<file path="src/rtl/rf_pkg.sv">
// Shared definitions for the register file with pending-write scoreboard.
package rf_pkg;

    localparam int RF_WIDTH     = 16;
    localparam int RF_ADDR_BITS = 3;

    // Reserved for a future status register that reports why err fired.
    typedef enum logic {
        ERR_WAW    = 1'b0,
        ERR_ORPHAN = 1'b1
    } err_cause_e;

endpackage

</file>
<file path="src/rtl/rf_scoreboard.sv">
// Per-register busy bits: issue sets, writeback clears, issue wins a tie.
// err pulses one cycle after a WAW issue or an orphan writeback.
module rf_scoreboard
    import rf_pkg::*;
#(
    parameter int ADDR_BITS = RF_ADDR_BITS,
    parameter bit ZERO_REG  = 1'b0
) (
    input  logic                          clk,
    input  logic                          rst,
    input  logic                          issue,
    input  logic [ADDR_BITS-1:0]          issueregsel,
    input  logic                          write,
    input  logic [ADDR_BITS-1:0]          writeregsel,
    output logic [(1 << ADDR_BITS)-1:0]   busy_vec,
    output logic                          err
);

    localparam int NREGS = 1 << ADDR_BITS;

    logic [NREGS-1:0] busy_q, busy_d;
    logic             err_q, err_d;

    // NOTE: every variable gets a default before any conditional update, so no latch is inferred.
    always_comb begin
        busy_d = busy_q;
        err_d  = 1'b0;
        for (int r = 0; r < NREGS; r++) begin
            logic iss_hit;
            logic wr_hit;
            iss_hit = issue && (issueregsel == ADDR_BITS'(r)) && !(ZERO_REG && r == 0);
            wr_hit  = write && (writeregsel == ADDR_BITS'(r)) && !(ZERO_REG && r == 0);
            busy_d[r] = iss_hit || (busy_q[r] && !wr_hit);
            // WAW: re-issue while still pending; orphan: writeback nobody is waiting for.
            if ((iss_hit && busy_q[r] && !wr_hit) || (wr_hit && !busy_q[r] && !iss_hit)) begin
                err_d = 1'b1;
            end
        end
    end

    // NOTE: sequential state uses non-blocking assignments so all flops update from pre-edge values.
    always_ff @(posedge clk) begin
        if (rst) begin
            busy_q <= '0;
            err_q  <= 1'b0;
        end else begin
            busy_q <= busy_d;
            err_q  <= err_d;
        end
    end

    assign busy_vec = busy_q;
    assign err      = err_q;

endmodule

</file>
<file path="src/rtl/rf_sb.sv">
// Two-read/one-write register file with optional write bypass, optional
// hardwired-zero r0, and a pending-write scoreboard for decode/issue.
module rf_sb
    import rf_pkg::*;
#(
    parameter int WIDTH     = RF_WIDTH,
    parameter int ADDR_BITS = RF_ADDR_BITS,
    parameter bit BYPASS    = 1'b1,
    parameter bit ZERO_REG  = 1'b0
) (
    input  logic                 clk,
    input  logic                 rst,
    input  logic [ADDR_BITS-1:0] read1regsel,
    input  logic [ADDR_BITS-1:0] read2regsel,
    output logic [WIDTH-1:0]     read1data,
    output logic [WIDTH-1:0]     read2data,
    output logic                 busy1,
    output logic                 busy2,
    input  logic                 write,
    input  logic [ADDR_BITS-1:0] writeregsel,
    input  logic [WIDTH-1:0]     writedata,
    input  logic                 issue,
    input  logic [ADDR_BITS-1:0] issueregsel,
    output logic                 err
);

    localparam int NREGS = 1 << ADDR_BITS;

    logic [WIDTH-1:0]     mem_q [NREGS];
    logic [WIDTH-1:0]     mem_d [NREGS];
    logic [NREGS-1:0]     busy_vec;
    logic                 wr_en;
    logic [ADDR_BITS-1:0] rsel  [2];
    logic [WIDTH-1:0]     rdata [2];
    logic                 rbusy [2];

    rf_scoreboard #(
        .ADDR_BITS (ADDR_BITS),
        .ZERO_REG  (ZERO_REG)
    ) u_scoreboard (
        .clk         (clk),
        .rst         (rst),
        .issue       (issue),
        .issueregsel (issueregsel),
        .write       (write),
        .writeregsel (writeregsel),
        .busy_vec    (busy_vec),
        .err         (err)
    );

    assign wr_en = write && !(ZERO_REG && writeregsel == '0);

    always_comb begin
        mem_d = mem_q;
        if (wr_en) begin
            mem_d[writeregsel] = writedata;
        end
    end

    // NOTE: the storage array is reset because software expects every register to read 0 after rst.
    always_ff @(posedge clk) begin
        if (rst) begin
            for (int r = 0; r < NREGS; r++) begin
                mem_q[r] <= '0;
            end
        end else begin
            mem_q <= mem_d;
        end
    end

    assign rsel[0] = read1regsel;
    assign rsel[1] = read2regsel;

    // A same-cycle writeback both forwards its data and hides the busy flag it is about to clear.
    always_comb begin
        for (int p = 0; p < 2; p++) begin
            rdata[p] = mem_q[rsel[p]];
            rbusy[p] = busy_vec[rsel[p]];
            if (BYPASS && write && (writeregsel == rsel[p])) begin
                if (wr_en) begin
                    rdata[p] = writedata;
                end
                rbusy[p] = 1'b0;
            end
            if (ZERO_REG && rsel[p] == '0) begin
                rdata[p] = '0;
                rbusy[p] = 1'b0;
            end
        end
    end

    assign read1data = rdata[0];
    assign read2data = rdata[1];
    assign busy1     = rbusy[0];
    assign busy2     = rbusy[1];

endmodule

</file>
<file path="config.mk">
export PLATFORM = sky130hd
export DESIGN_NAME = rf_sb
export DESIGN_NICKNAME = d
export VERILOG_FILES = /design/src/rtl/rf_pkg.sv /design/src/rtl/rf_scoreboard.sv /design/src/rtl/rf_sb.sv
export SDC_FILE = /design/constraint.sdc
export NUM_CORES = 1
export LEC_CHECK = 0
export BUFFER_PORTS_ARGS = -buffer_cell sky130_fd_sc_hd__buf_2
export CAP_MARGIN = 20
export CORE_AREA = 2 2 124 126
export DETAILED_ROUTE_END_ITERATION = 6
export DIE_AREA = 0 0 126 128
export PLACE_DENSITY = 0.73
export SLEW_MARGIN = 10
export SYNTH_ARGS = -nofsm -noshare
export SYNTH_HDL_FRONTEND = slang
export SYNTH_HIERARCHICAL = 1
export SYNTH_SLANG_ARGS = --single-unit
</file>
<file path="constraint.sdc">
create_clock -name clk -period 5.4 [get_ports clk]
set_input_delay 1.08 -clock clk [delete_from_list [all_inputs] [get_ports clk]]
set_output_delay 1.08 -clock clk [all_outputs]
set_load 0.02 [all_outputs]
</file>
After elaboration in Yosys (flattened, before gate mapping)
Index checks and enable logic that the tools add are counted.
{"block": "word_totals", "regBits": 137, "latch_bits": 0, "ramBits": 0, "mem_bits_ro": 0, "in_bits": 32, "wordCells": 163, "n_memories": 0}
{"block": "op_classes", "addsub": 0, "multipliers": 0, "div_mod_pow": 0, "magnitude_cmp": 6, "n_eq_ne": 16, "shift": 0, "muxes": 27, "bitwise_logic": 3, "reduce_logical": 101}
{"operator": "16-bit 2-to-1 mux", "n": 9}
{"operator": "128-bit bitwise mux", "n": 1}
{"operator": "16-bit binary-select mux with 3-bit select", "n": 2}
{"operator": "1-bit logical AND", "n": 59}
{"operator": "16-bit demux with 3-bit select", "n": 1}
{"operator": "3-bit equality test (second input constant)", "n": 8}
{"operator": "1-bit logical NOT", "n": 24}
{"operator": "1-bit logical OR", "n": 16}
{"operator": "3-bit by 2-bit equality test with 1-bit output (second input constant)", "n": 4}
{"operator": "4-bit greater-or-equal comparator (second input constant)", "n": 3}
{"operator": "1-bit 2-to-1 mux", "n": 12}
{"operator": "3-bit inverter with 4-bit output", "n": 3}
{"operator": "3-bit by 4-bit less-than comparator with 1-bit output (second input constant)", "n": 2}
{"operator": "1-bit binary-select mux with 3-bit select", "n": 2}
{"operator": "3-bit by 1-bit equality test with 1-bit output (second input constant)", "n": 2}
{"operator": "3-bit equality test", "n": 2}
{"operator": "3-bit logical NOT", "n": 2}
{"operator": "4-bit by 1-bit less-than comparator with 1-bit output (second input constant)", "n": 1}

Longest topological paths before layout
{"block": "depth", "ltp_word": 13, "depth_mapped": 6}

Cells and area by module
The synthesis kept the hierarchy.
{"module": "rf_sb", "instances": 1, "cells_each": 755, "area_per_inst_um2": 7437.1}
{"module": "rf_scoreboard", "instances": 1, "cells_each": 63, "area_per_inst_um2": 548.0}

Worst setup path before layout
OpenSTA, ideal clock, no wires.
{"block": "synth_path", "path_kind": "in2out", "from": "input read1regsel[1]", "to": "output read1data[14]", "arrival_ps": 2476, "required_time_ps": 4320, "slack_ps": 1844, "stages": 6, "path_buffers": 3, "path_cell_list": "buf_6 -> buf_2 -> buf_2 -> mux4_2 -> mux2_2 -> mux2_2"}
{"block": "synth_via", "elab_chain_len": 6}
{"element": "start: declaration", "line": "rf_sb.sv:13", "source": "input logic [ADDR_BITS-1:0] read1regsel,"}
{"element": "3-bit inverter with 4-bit output (implied by the code)", "line": "rf_sb.sv:77", "source": "rdata[p] = mem_q[rsel[p]];"}
{"element": "16-bit binary-select mux with 3-bit select", "line": "rf_sb.sv:77"}
{"element": "16-bit 2-to-1 mux (implied by the code) (2 in series)", "line": "rf_sb.sv:77"}
{"element": "16-bit 2-to-1 mux", "line": "rf_sb.sv:80", "source": "if (wr_en) begin"}
{"element": "16-bit 2-to-1 mux *", "line": "rf_sb.sv:79", "source": "if (BYPASS && write && (writeregsel == rsel[p])) begin"}
{"element": "end: declaration", "line": "rf_sb.sv:15", "source": "output logic [WIDTH-1:0] read1data,"}
Every way passes the cells marked *; elsewhere a longest branch is shown, timed or not. The select of a mux whose other input is x is not followed.

Worst setup path in the final report
{"block": "layout_path", "from": "input read1regsel[0]", "to": "output read1data[5]"}
The elaborated chain is that of the path after synthesis.

==> run_results.csv <==
group,metric,value,unit
power,cellInternalPower,0.00196,W
worst_setup_path,ff2ff_setup_slack,3.99,ns
die,die_x,126,um
cts,cts_resized,0,
place,gp_congestion,0.849,
cts,cts_max_level,4,
worst_setup_path,worstReg2RegEnd,"u_scoreboard/err",
worst_setup_path,worstRegToRegCells,3,
power,p_per_area,290,mW/mm^2
grt,grt_max_degree,91,
drt,vias,6558,
cts,numCtsBuffers,17,
sta,finalCritPeriodShare,78.8,%
power,p_sw_share,24.5,%
cts,clkTransAtPathRegs,0.06,ns
sta,slew_headroom,22.2,%
die,initial_core_util,53.7,%
grt,antenna_found_initial,1,
power,power_frac_comb,11.0,%
power,p_sw,0.000637,W
drt,drtPass1Iterations,7,
place,dp_hpwl,13600,um
worst_setup_path,path_max_fanout,18,
hold_path,whs_path_depth,2,
die,fp.dieArea,0.0161,mm^2
final_layout,fin_util,60.2,%
power,pwr-share-seq,40.4,%
sta,max_freq,235,MHz
drt,drt-initial-drc-count,582,
worst_setup_path,worstPathRequired,4.32,ns
sta,hold_ws,0.462,ns
die,fp.dieH,128,um
sta,finClkSkew,0.000985,ns
worst_setup_path,crit_arrival,3.17,ns
drt,drt-wirelength-per-cell,21.2,um
worst_setup_path,end_kind,"output port",
logic_synthesis,synth-seq-area-share,34.3,%
grt,globalRoute.totalOverflow,0,
worst_setup_path,start_kind,"primary input",
power,max-vdd-ir-drop,0.239,mV
final_layout,stdcell_count,1041,
power,power_leakage,3.62,nW
logic_synthesis,synth_area_per_cell,9.76,um^2
logic_synthesis,synth_edf_count,0,
cts,clkSinkCount,137,
sta,fin_tns_setup,0,ns
logic_synthesis,yosysTopAreaCell,"dfxtp_1",
logic_synthesis,yosysWarnings,6,
sta,grt_setup_unrepaired,"no",
worst_setup_path,path_common_cell,"buf_2",
power,pwr-share-clk,48.5,%
drt,drcViolationCount,0,
final_layout,drive_gt1_share,23.9,%
grt,grt_pass1_vias,6266,
final_layout,nets,871,
logic_synthesis,synth_flop_cell,"dfxtp_1",
worst_setup_path,crit_path_max_incr_delay,0.70,ns
die,fp.coreArea,0.0149,mm^2
worst_setup_path,crit_slowest_cell,"nand4_2",
logic_synthesis,yosys.cell_types.count,35,
sta,setup_viol,0,
cts,holdBufCountCts,0,
cts,post_cts_buffers,0,
sta,hold_violations,0,
logic_synthesis,syn_nets,850,
cts,cts-root-buf,"clkbuf_16",
logic_synthesis,async_reset_ff_share,0,%
die,ios,67,
worst_setup_path,r2r-start,"u_scoreboard/busy_vec[5]",
cts,clk-insertion-delay-late,0.42,ns
worst_setup_path,worst-path-buf-inv,2,
drt,drt-total-wl,22000,um
logic_synthesis,synthesis.area,0.00799,mm^2
logic_synthesis,synth_most_common_cell,"nand2_1",
place,port_buffers,66,
logic_synthesis,synth-seq-cells,137,
hold_path,hold_class,"reg2reg",
die,rows,45,
worst_setup_path,path_delay_family,"simple AND/OR/NAND/NOR gates",
place,dpl.cell_count,1005,
logic_synthesis,synthCells,818,
sta,drv_slew,0,
worst_setup_path,worst-setup-path-type,"in2out",
hold_path,hold_path_end,"mem_q[90]",
sta,tightest_slew,1.16,ns
hold_path,holdCritStartpoint,"mem_q[90]",
grt,gr-usage-all-layers,27.6,%
run,max_cap_viol_count,0,
logic_synthesis,synth_area_leaders,"dfxtp_1 (34%), mux4_1 (18%), nand2_1 (12%)",
grt,grt_pass1_wl,34300,um
logic_synthesis,synth_common_cells,"nand2_1 (258), dfxtp_1 (137), a21oi_1 (136)",
sta,min_period,4.25,ns
worst_setup_path,cp_cell_sequence,"buf_2, xnor2_1, nand4_2, mux2_2, buf_2",
cts,cts_tree,"done",
drt,drtAntennaViolNets,0,
final_layout,syn_to_final_growth,12.0,%
status,outcome,"completed",
cts,cts_max_path_buffers,2,
drt,viasPerCell,6.30,
logic_synthesis,synth_top_area_share,34.3,%
[power groups by stage]
stage	clock network, W	registers [W]	logic [W]
floorplan	0	0.00107	0.000209
global placement	0	0.00107	0.000278
detailed placement	0	0.00107	0.000281
CTS	0.00126	0.00105	0.000282
global route	0.00131	0.00105	0.000304
finish	0.00126	0.00105	0.000287
[per-stage QoR]
step / worst slack (ns) / total power [W] / cell area [um^2]
6_report: 1.15 / 0.00260 / 8950
4_1_cts: 1.14 / 0.00259 / 8900
3_3_place_gp: 1.19 / 0.00135 / 8250
2_1_floorplan: 1.84 / 0.00128 / 7990
5_1_grt: 1.01 / 0.00267 / 8940
3_5_place_dp: 1.14 / 0.00135 / 8260
[worst max path at each step]
stage | depth (start not counted) | slack, ns | startpoint | endpoint
after floorplan | 6 | 1.84 | read1regsel[1] | read1data[14]
after global placement | 5 | 1.19 | read1regsel[0] | read1data[5]
after detailed placement | 5 | 1.14 | read1regsel[0] | read1data[5]
after CTS | 5 | 1.14 | read1regsel[0] | read1data[5]
after global routing | 5 | 1.01 | writeregsel[1] | read1data[5]
final | 5 | 1.15 | read1regsel[0] | read1data[5]
[tightest hold or removal path, delay by kind of cell, from the launching register on]
family,cells,cell delay (ns)
and+or+nand+nor,1,0.05
DFF,1,0.31
AOI/OAI and AO/OA,1,0.05
[cells in the final DEF (no fill, tap or decap), types with 3 or more instances in the layout]
cell type,count
a21oi_1,136
and3_1,5
and4b_1,4
buf_2,65
buf_4,16
buf_8,3
bufinv_16,4
clkbuf_16,17
clkbuf_8,3
clkinvlp_4,3
dfxtp_1,137
mux2_2,49
mux2_4,17
mux4_1,54
mux4_2,14
nand2_1,258
nand4_1,3
nand4b_1,8
nand4bb_1,6
nor2_1,6
nor3_1,6
nor4bb_1,3
nor4bb_4,3
xnor2_1,6
[sequential cells by signal, indices dropped and copies added (netlist names)]
register / flops
mem_q: 128
u_scoreboard/err: 1
u_scoreboard/busy_vec: 8
[kinds of logic (layout without fill, tap and decap cells)]
family          Yosys count  count (layout)  synth area share, %
xor+xnor                  6               6                0.658
buf+inv                  84             118                 6.05
flops                   137             137                 34.3
other cells               0               1                    0
compound gates          139             139                 8.85
simple gates            318             318                 18.3
mux                     134             134                 31.8
[cell type report]
cell class	instances	area [um^2]
antenna	1	2.50
clock buffer	22	474
clock inverter	10	165
fill	1246	5920
multi-input combinational	597	4800
sequential	137	2740
tap	188	235
timing repair buffer	86	522
[routing by layer]
| metal | vias up | track usage, % | part of all wire (%) |
|---|---|---|---|
| li1 | 3005 | - | - |
| met1 | 3201 | 34.6 | 40 |
| met2 | 275 | 44.8 | 49 |
| met3 | 77 | 5.63 | 6.9 |
| met4 | 0 | 15.6 | 4.1 |
| met5 | - | 0 | 0 |
Note: power is estimated with default switching activity, not from simulation.
